File: src/rtl/seq_pkg.sv
// Shared types and defaults for the serial pattern generator and its detector bench.
package seq_pkg;

   localparam int PAT_W_DEF = 8;
   localparam int REP_W_DEF = 4;
   localparam int GAP_W_DEF = 4;

   localparam logic [7:0] DEFAULT_PAT = 8'b01110001;

   typedef enum logic [1:0] {
      IDLE = 2'd0,
      SEND = 2'd1,
      GAP  = 2'd2,
      PAR  = 2'd3
   } seq_state_t;

endpackage

File: src/rtl/seq_shift_out.sv
// Parallel-load, MSB-first shift register; fills with ones so the line idles high.
module seq_shift_out #(
   parameter int W = 8
) (
   input  logic         clk,
   input  logic         rst_n,
   input  logic         load,
   input  logic         shift,
   input  logic [W-1:0] din,
   output logic         sout
);

   logic [W-1:0] sr;

   always_ff @(posedge clk) begin
      if (!rst_n) begin
         sr <= '1;
      end else if (load) begin
         sr <= din;
      end else if (shift) begin
         sr <= {sr[W-2:0], 1'b1};
      end
   end

   assign sout = sr[W-1];

endmodule

File: src/rtl/seq_pattern_gen.sv
// Serial pattern transmitter: repeat count, inter-frame gap, optional odd-parity bit
// (compile with SEQ_GEN_PARITY_EN to append the parity bit after each frame).
//
// state | meaning
// IDLE  | ready=1, line high; start latches word/rep/gap
// SEND  | shifting pattern bits, bit_cnt counts PAT_W-1 down to 0
// PAR   | parity bit of the current frame (SEQ_GEN_PARITY_EN only)
// GAP   | line high, a_valid=0 for gap_q cycles between frames
module seq_pattern_gen
   import seq_pkg::*;
#(
   parameter int               PAT_W       = PAT_W_DEF,
   parameter logic [PAT_W-1:0] DEFAULT_PAT = PAT_W'(seq_pkg::DEFAULT_PAT),
   parameter int               REP_W       = REP_W_DEF,
   parameter int               GAP_W       = GAP_W_DEF
) (
   input  logic             clk,
   input  logic             rst_n,
   input  logic             start,
   input  logic             use_default,
   input  logic [PAT_W-1:0] pat_in,
   input  logic [REP_W-1:0] rep_in,
   input  logic [GAP_W-1:0] gap_in,
   output logic             ready,
   output logic             a_out,
   output logic             a_valid,
   output logic             done
);

   localparam int BIT_W = (PAT_W > 2) ? $clog2(PAT_W) : 1;
   localparam logic [BIT_W-1:0] BIT_MSB = BIT_W'(PAT_W - 1);

`ifdef SEQ_GEN_PARITY_EN
   localparam int SH_W = PAT_W + 1;
`else
   localparam int SH_W = PAT_W;
`endif

   seq_state_t       state, state_nxt;
   logic [PAT_W-1:0] word_q, word_nxt;
   logic [REP_W-1:0] rep_cnt, rep_nxt;
   logic [GAP_W-1:0] gap_q, gap_q_nxt;
   logic [GAP_W-1:0] gap_cnt, gap_nxt;
   logic [BIT_W-1:0] bit_cnt, bit_nxt;
   logic             ready_nxt, valid_nxt, done_nxt;
   logic             load, shift, frame_end;
   logic [PAT_W-1:0] word_sel, load_src;
   logic [SH_W-1:0]  frame_word;

   assign word_sel = use_default ? DEFAULT_PAT : pat_in;
   assign load_src = (state == IDLE) ? word_sel : word_q;

`ifdef SEQ_GEN_PARITY_EN
   // Parity rides in the low bit of the shifter so it follows bit 0 naturally.
   assign frame_word = {load_src, ~^load_src};
`else
   assign frame_word = load_src;
`endif

   always_ff @(posedge clk) begin
      if (!rst_n) begin
         state   <= IDLE;
         word_q  <= '0;
         rep_cnt <= '0;
         gap_q   <= '0;
         gap_cnt <= '0;
         bit_cnt <= '0;
         ready   <= 1'b1;
         a_valid <= 1'b0;
         done    <= 1'b0;
      end else begin
         state   <= state_nxt;
         word_q  <= word_nxt;
         rep_cnt <= rep_nxt;
         gap_q   <= gap_q_nxt;
         gap_cnt <= gap_nxt;
         bit_cnt <= bit_nxt;
         ready   <= ready_nxt;
         a_valid <= valid_nxt;
         done    <= done_nxt;
      end
   end

   always_comb begin
      state_nxt = state;
      word_nxt  = word_q;
      rep_nxt   = rep_cnt;
      gap_q_nxt = gap_q;
      gap_nxt   = gap_cnt;
      bit_nxt   = bit_cnt;
      ready_nxt = 1'b0;
      valid_nxt = 1'b0;
      done_nxt  = 1'b0;
      load      = 1'b0;
      shift     = 1'b0;
      frame_end = 1'b0;

      case (state)
         IDLE: begin
            ready_nxt = 1'b1;
            if (start) begin
               word_nxt  = word_sel;
               rep_nxt   = rep_in;
               gap_q_nxt = gap_in;
               load      = 1'b1;
               bit_nxt   = BIT_MSB;
               state_nxt = SEND;
               ready_nxt = 1'b0;
               valid_nxt = 1'b1;
            end
         end
         SEND: begin
            shift = 1'b1;
            if (bit_cnt != '0) begin
               bit_nxt   = bit_cnt - 1'b1;
               valid_nxt = 1'b1;
            end else begin
`ifdef SEQ_GEN_PARITY_EN
               state_nxt = PAR;
               valid_nxt = 1'b1;
`else
               frame_end = 1'b1;
`endif
            end
         end
`ifdef SEQ_GEN_PARITY_EN
         PAR: begin
            shift     = 1'b1;
            frame_end = 1'b1;
         end
`endif
         GAP: begin
            if (gap_cnt == '0) begin
               load      = 1'b1;
               bit_nxt   = BIT_MSB;
               state_nxt = SEND;
               valid_nxt = 1'b1;
            end else begin
               gap_nxt = gap_cnt - 1'b1;
            end
         end
         default: begin
            state_nxt = IDLE;
            ready_nxt = 1'b1;
         end
      endcase

      // End of frame: load wins over the final shift for a back-to-back reload.
      if (frame_end) begin
         if (rep_cnt != '0) begin
            rep_nxt = rep_cnt - 1'b1;
            if (gap_q != '0) begin
               state_nxt = GAP;
               gap_nxt   = gap_q - 1'b1;
            end else begin
               load      = 1'b1;
               bit_nxt   = BIT_MSB;
               state_nxt = SEND;
               valid_nxt = 1'b1;
            end
         end else begin
            state_nxt = IDLE;
            ready_nxt = 1'b1;
            done_nxt  = 1'b1;
         end
      end
   end

   seq_shift_out #(
      .W(SH_W)
   ) u_shift (
      .clk  (clk),
      .rst_n(rst_n),
      .load (load),
      .shift(shift),
      .din  (frame_word),
      .sout (a_out)
   );

endmodule

File: config.mk
export PLATFORM = sky130hd
export DESIGN_NAME = seq_pattern_gen
export DESIGN_NICKNAME = d
export VERILOG_FILES = /design/src/rtl/seq_pkg.sv /design/src/rtl/seq_shift_out.sv /design/src/rtl/seq_pattern_gen.sv
export SDC_FILE = /design/constraint.sdc
export NUM_CORES = 1
export LEC_CHECK = 0
export CORE_MARGIN = 5
export CORE_UTILIZATION = 50
export DETAILED_ROUTE_END_ITERATION = 8
export GPL_TIMING_DRIVEN = 0
export PLACE_DENSITY = 0.73
export SLEW_MARGIN = 20
export SYNTH_ARGS = -nofsm -noshare
export SYNTH_HDL_FRONTEND = slang
export SYNTH_SLANG_ARGS = --single-unit
File: constraint.sdc
create_clock -name clk -period 3.9 [get_ports clk]
set_clock_uncertainty 0.05 [all_clocks]
set_input_delay 0.78 -clock clk [delete_from_list [all_inputs] [get_ports clk]]
set_output_delay 0.78 -clock clk [all_outputs]
set_load 0.01 [all_outputs]
==> results.md <==
### Drt
* first-pass detailed-route iteration total: 4
* average wire per standard cell: 14.4 um
* Initial DRC Count: 145
* Routed WL: 4430 um
* routed vias/inst: 5.52
* number of nets with antenna violations after routing: 0
* via total after detailed routing: 1696
* DRC: 0

### Global routing
* met1 GRT Util: 24.2%
* All-Layer GR Usage: 18.1%
* met3 GRT Util: 4.77%
* largest net degree at the start of global routing: 11
* global-route layer with the greatest usage: met2
* GR Util met2: 28.1%
* GR Overflow Total: 0
* global-route wire length before repair: 7250 um
* number of antenna violations at the first check in global routing: 0
* vias in the first global route: 1528

### Final layout
* number of inserted diodes: 0
* # nets final: 284
* Util after Layout: 61.3%
* leading cell types in the layout, fill and taps excluded: 36 x sky130_fd_sc_hd__dfxtp_1, 31 x sky130_fd_sc_hd__nand2_1, 27 x sky130_fd_sc_hd__nor2_1
* fraction of final layout cells with drive strength greater than 1: 12.0%
* layout overhead on the synthesized area: 19.6%
* most common library cell in the layout ignoring fill and taps: sky130_fd_sc_hd__dfxtp_1

### Timing
* pin slew with the least headroom to its limit: 0.578 ns
* post-route setup TNS: 0 ns
* share of the clock period used by the worst path: 64.6%
* Final Max Slew Viols: 0
* Tmin final: 2.52 ns
* Worst slew margin: 61.1%
* setup violators final: 0
* Hold Slack: 0.411 ns
* number of hold violations in the final report: 0
* setup repair after global routing missed its margin: no
* highest clock frequency the design can meet: 0.397 GHz

### Critical path
* flop2flop setup slack: 1.83 ns
* number of cells on the worst reg-to-reg path: 8
* CP Launch Type: input port
* worst setup path endpoint: u_shift.sr[3]
* Crit Path Category: in2reg
* data required time at the worst endpoint: 4.00 ns
* RR Startpoint: bit_cnt[0]
* Crit. End Element: flop
* Arrival @ worst endpoint: 2.62 ns
* launch point of the worst path: start
* terminus of the critical flop-to-flop path: u_shift.sr[3]
* largest fanout on the critical path: 10

### Clocking
* CTS sink cnt: 36
* CTS tree: done
* CTS clk-pin slew, worst paths: 0.07 ns
* hold buffer count at CTS: 0
* PostCTS Resize Cnt: 0
* H-tree depth: 2
* clock latency on the worst-skew pair: 0.29 ns
* TritonCTS Buffers: 5
* cell at the root of the clock tree: sky130_fd_sc_hd__clkbuf_8
* number of post-CTS setup repair buffers: 0
* maximum buffer depth of the clock tree: 2

### Die
* starting density of the core: 51.3%
* Die Ht: 71.3 um
* Die Outline Area: 0.00508 mm2
* width of the chip: 71.3 um
* cell row count: 22
* placeable core region: 0.00366 mm2
* top-level I/O count: 24

### Placed design
* detailed-placement wirelength estimate: 3190 um
* number of port buffers: 23
* RePlAce Congestion: 0.825

### Synthesis
* Netlist Area Pre-Place: 0.00188 mm2
* top cells by area, synth: sky130_fd_sc_hd__dfxtp_1 38%, sky130_fd_sc_hd__nand2_1 6.2%, sky130_fd_sc_hd__a21oi_1 5.6%, sky130_fd_sc_hd__nor2_1 5.4%, sky130_fd_sc_hd__a211oi_2 4.0%
* post-synthesis sequential area ratio: 38.4%
* number of distinct library cells after synthesis: 45
* number of enable-type register cells in the synthesized netlist: 0
* Syn Inst Count: 229
* fraction of synthesized cell area taken by the top area cell type: 38.4%
* async set or reset register ratio after synthesis: 0%
* synthesized netlist net count: 254
* prevailing post-synth register cell: sky130_fd_sc_hd__dfxtp_1
* Avg Synthesized Cell Area: 8.20 um2
* leading area contributor after synthesis: sky130_fd_sc_hd__dfxtp_1
* warning count from the yosys run: 0
* register bit total from synthesis: 36

### Pwr
* share of power burned in registers: 47.3%
* internal power: 624 uW
* Max VDD drop: 0.242 mV
* P_leak: 0.000819 uW
* switching power share of the total: 30.4%
* clock power share: 27.9%
* ratio of total power to cell area: 399 mW/mm2
* power share of the combinational group: 24.8%
* net switching power figure: 273 uW

### Hold path
* hold wc startpoint: word_q[7]
* path class of the lowest-slack min-delay path: reg2reg

### Status
* result of the run: complete, no violations

### Job
* max-capacitance violation count: 0

Yosys cell counts (all sizes together), types with 2 or more instances:
cell    count
a211oi     11
a21oi      22
a221oi      2
a22oi       3
a31oi       3
buf         5
clkbuf      6
dfxtp      36
ha          5
inv        13
mux2        3
nand2      32
nand2b      3
nand3       2
nand3b      4
nor2       28
nor3        8
nor3b       7
nor4        3
o21ai       9
o22ai       2
o311ai      4
o32ai       2
or3         2
xnor2       3
power by group through the flow:
stage               Clock, uW  Sequential, uW  Combinational, uW
floorplan                   0             429                154
global placement            0             431                217
detailed placement          0             432                221
CTS                       255             424                222
global route              272             428                247
finish                    250             424                223
cell type report:
cell class,instances,area (um2)
Buffer,11,53.8
Clock inverter,1,5.00
Multi-Input combinational cell,169,1050
Sequential cell,36,721
Tap cell,48,60.1
Inverter,13,48.8
Fill cell,335,1420
Timing Repair Buffer,23,230
Clock buffer,6,72.6
logic make-up (layout without fill, tap and decap cells):
kind of cell | Yosys count | after routing | synth area share, %
compound gates | 62 | 62 | 23.0
simple gates | 95 | 95 | 26.1
buf+inv | 24 | 54 | 5.46
xor+xnor | 3 | 3 | 1.40
fa+ha+maj | 5 | 5 | 3.33
flops | 36 | 36 | 38.4
mux | 4 | 4 | 2.33
layer usage:
layer  vias up  routed length, um
met5         -                  0
met4         0                 59
met3         6                223
met2        31               2080
met1       781               2070
li1        878                  -
worst min path at each step:
stage                      endpoint  cells past startpoint
after floorplan           word_q[7]                      2
after global placement    word_q[7]                      2
after detailed placement  word_q[7]                      2
after CTS                 word_q[7]                      2
after global routing      word_q[7]                      2
final                     word_q[7]                      2
state kept, by name, indices dropped and copies added (netlist names):
| name | flops |
|---|---|
| u_shift.sr | 8 |
| word_q | 8 |
| gap_cnt | 4 |
| gap_q | 4 |
| rep_cnt | 4 |
| bit_cnt | 3 |
| state | 2 |
| a_valid | 1 |
| done | 1 |
| ready | 1 |
metrics by stage:
step,setup WS [ns],instances,cell area (um2),power (uW)
after floorplan,1.93,229,1880,583
after global placement,1.07,300,2170,648
after detailed placement,1.08,300,2170,653
after CTS,1.38,307,2250,901
after global routing,1.25,307,2250,947
final,1.38,307,2250,897
critical path, stage by stage:
cell and delay, ns:
sky130_fd_sc_hd__clkdlybuf4s50_1 0.56, sky130_fd_sc_hd__nor3b_4 0.49, sky130_fd_sc_hd__a21oi_2 0.13, sky130_fd_sc_hd__and2_4 0.20
sky130_fd_sc_hd__buf_6 0.14, sky130_fd_sc_hd__a211oi_2 0.21, sky130_fd_sc_hd__o311ai_1 0.10
(Power assumes the default switching activity.)
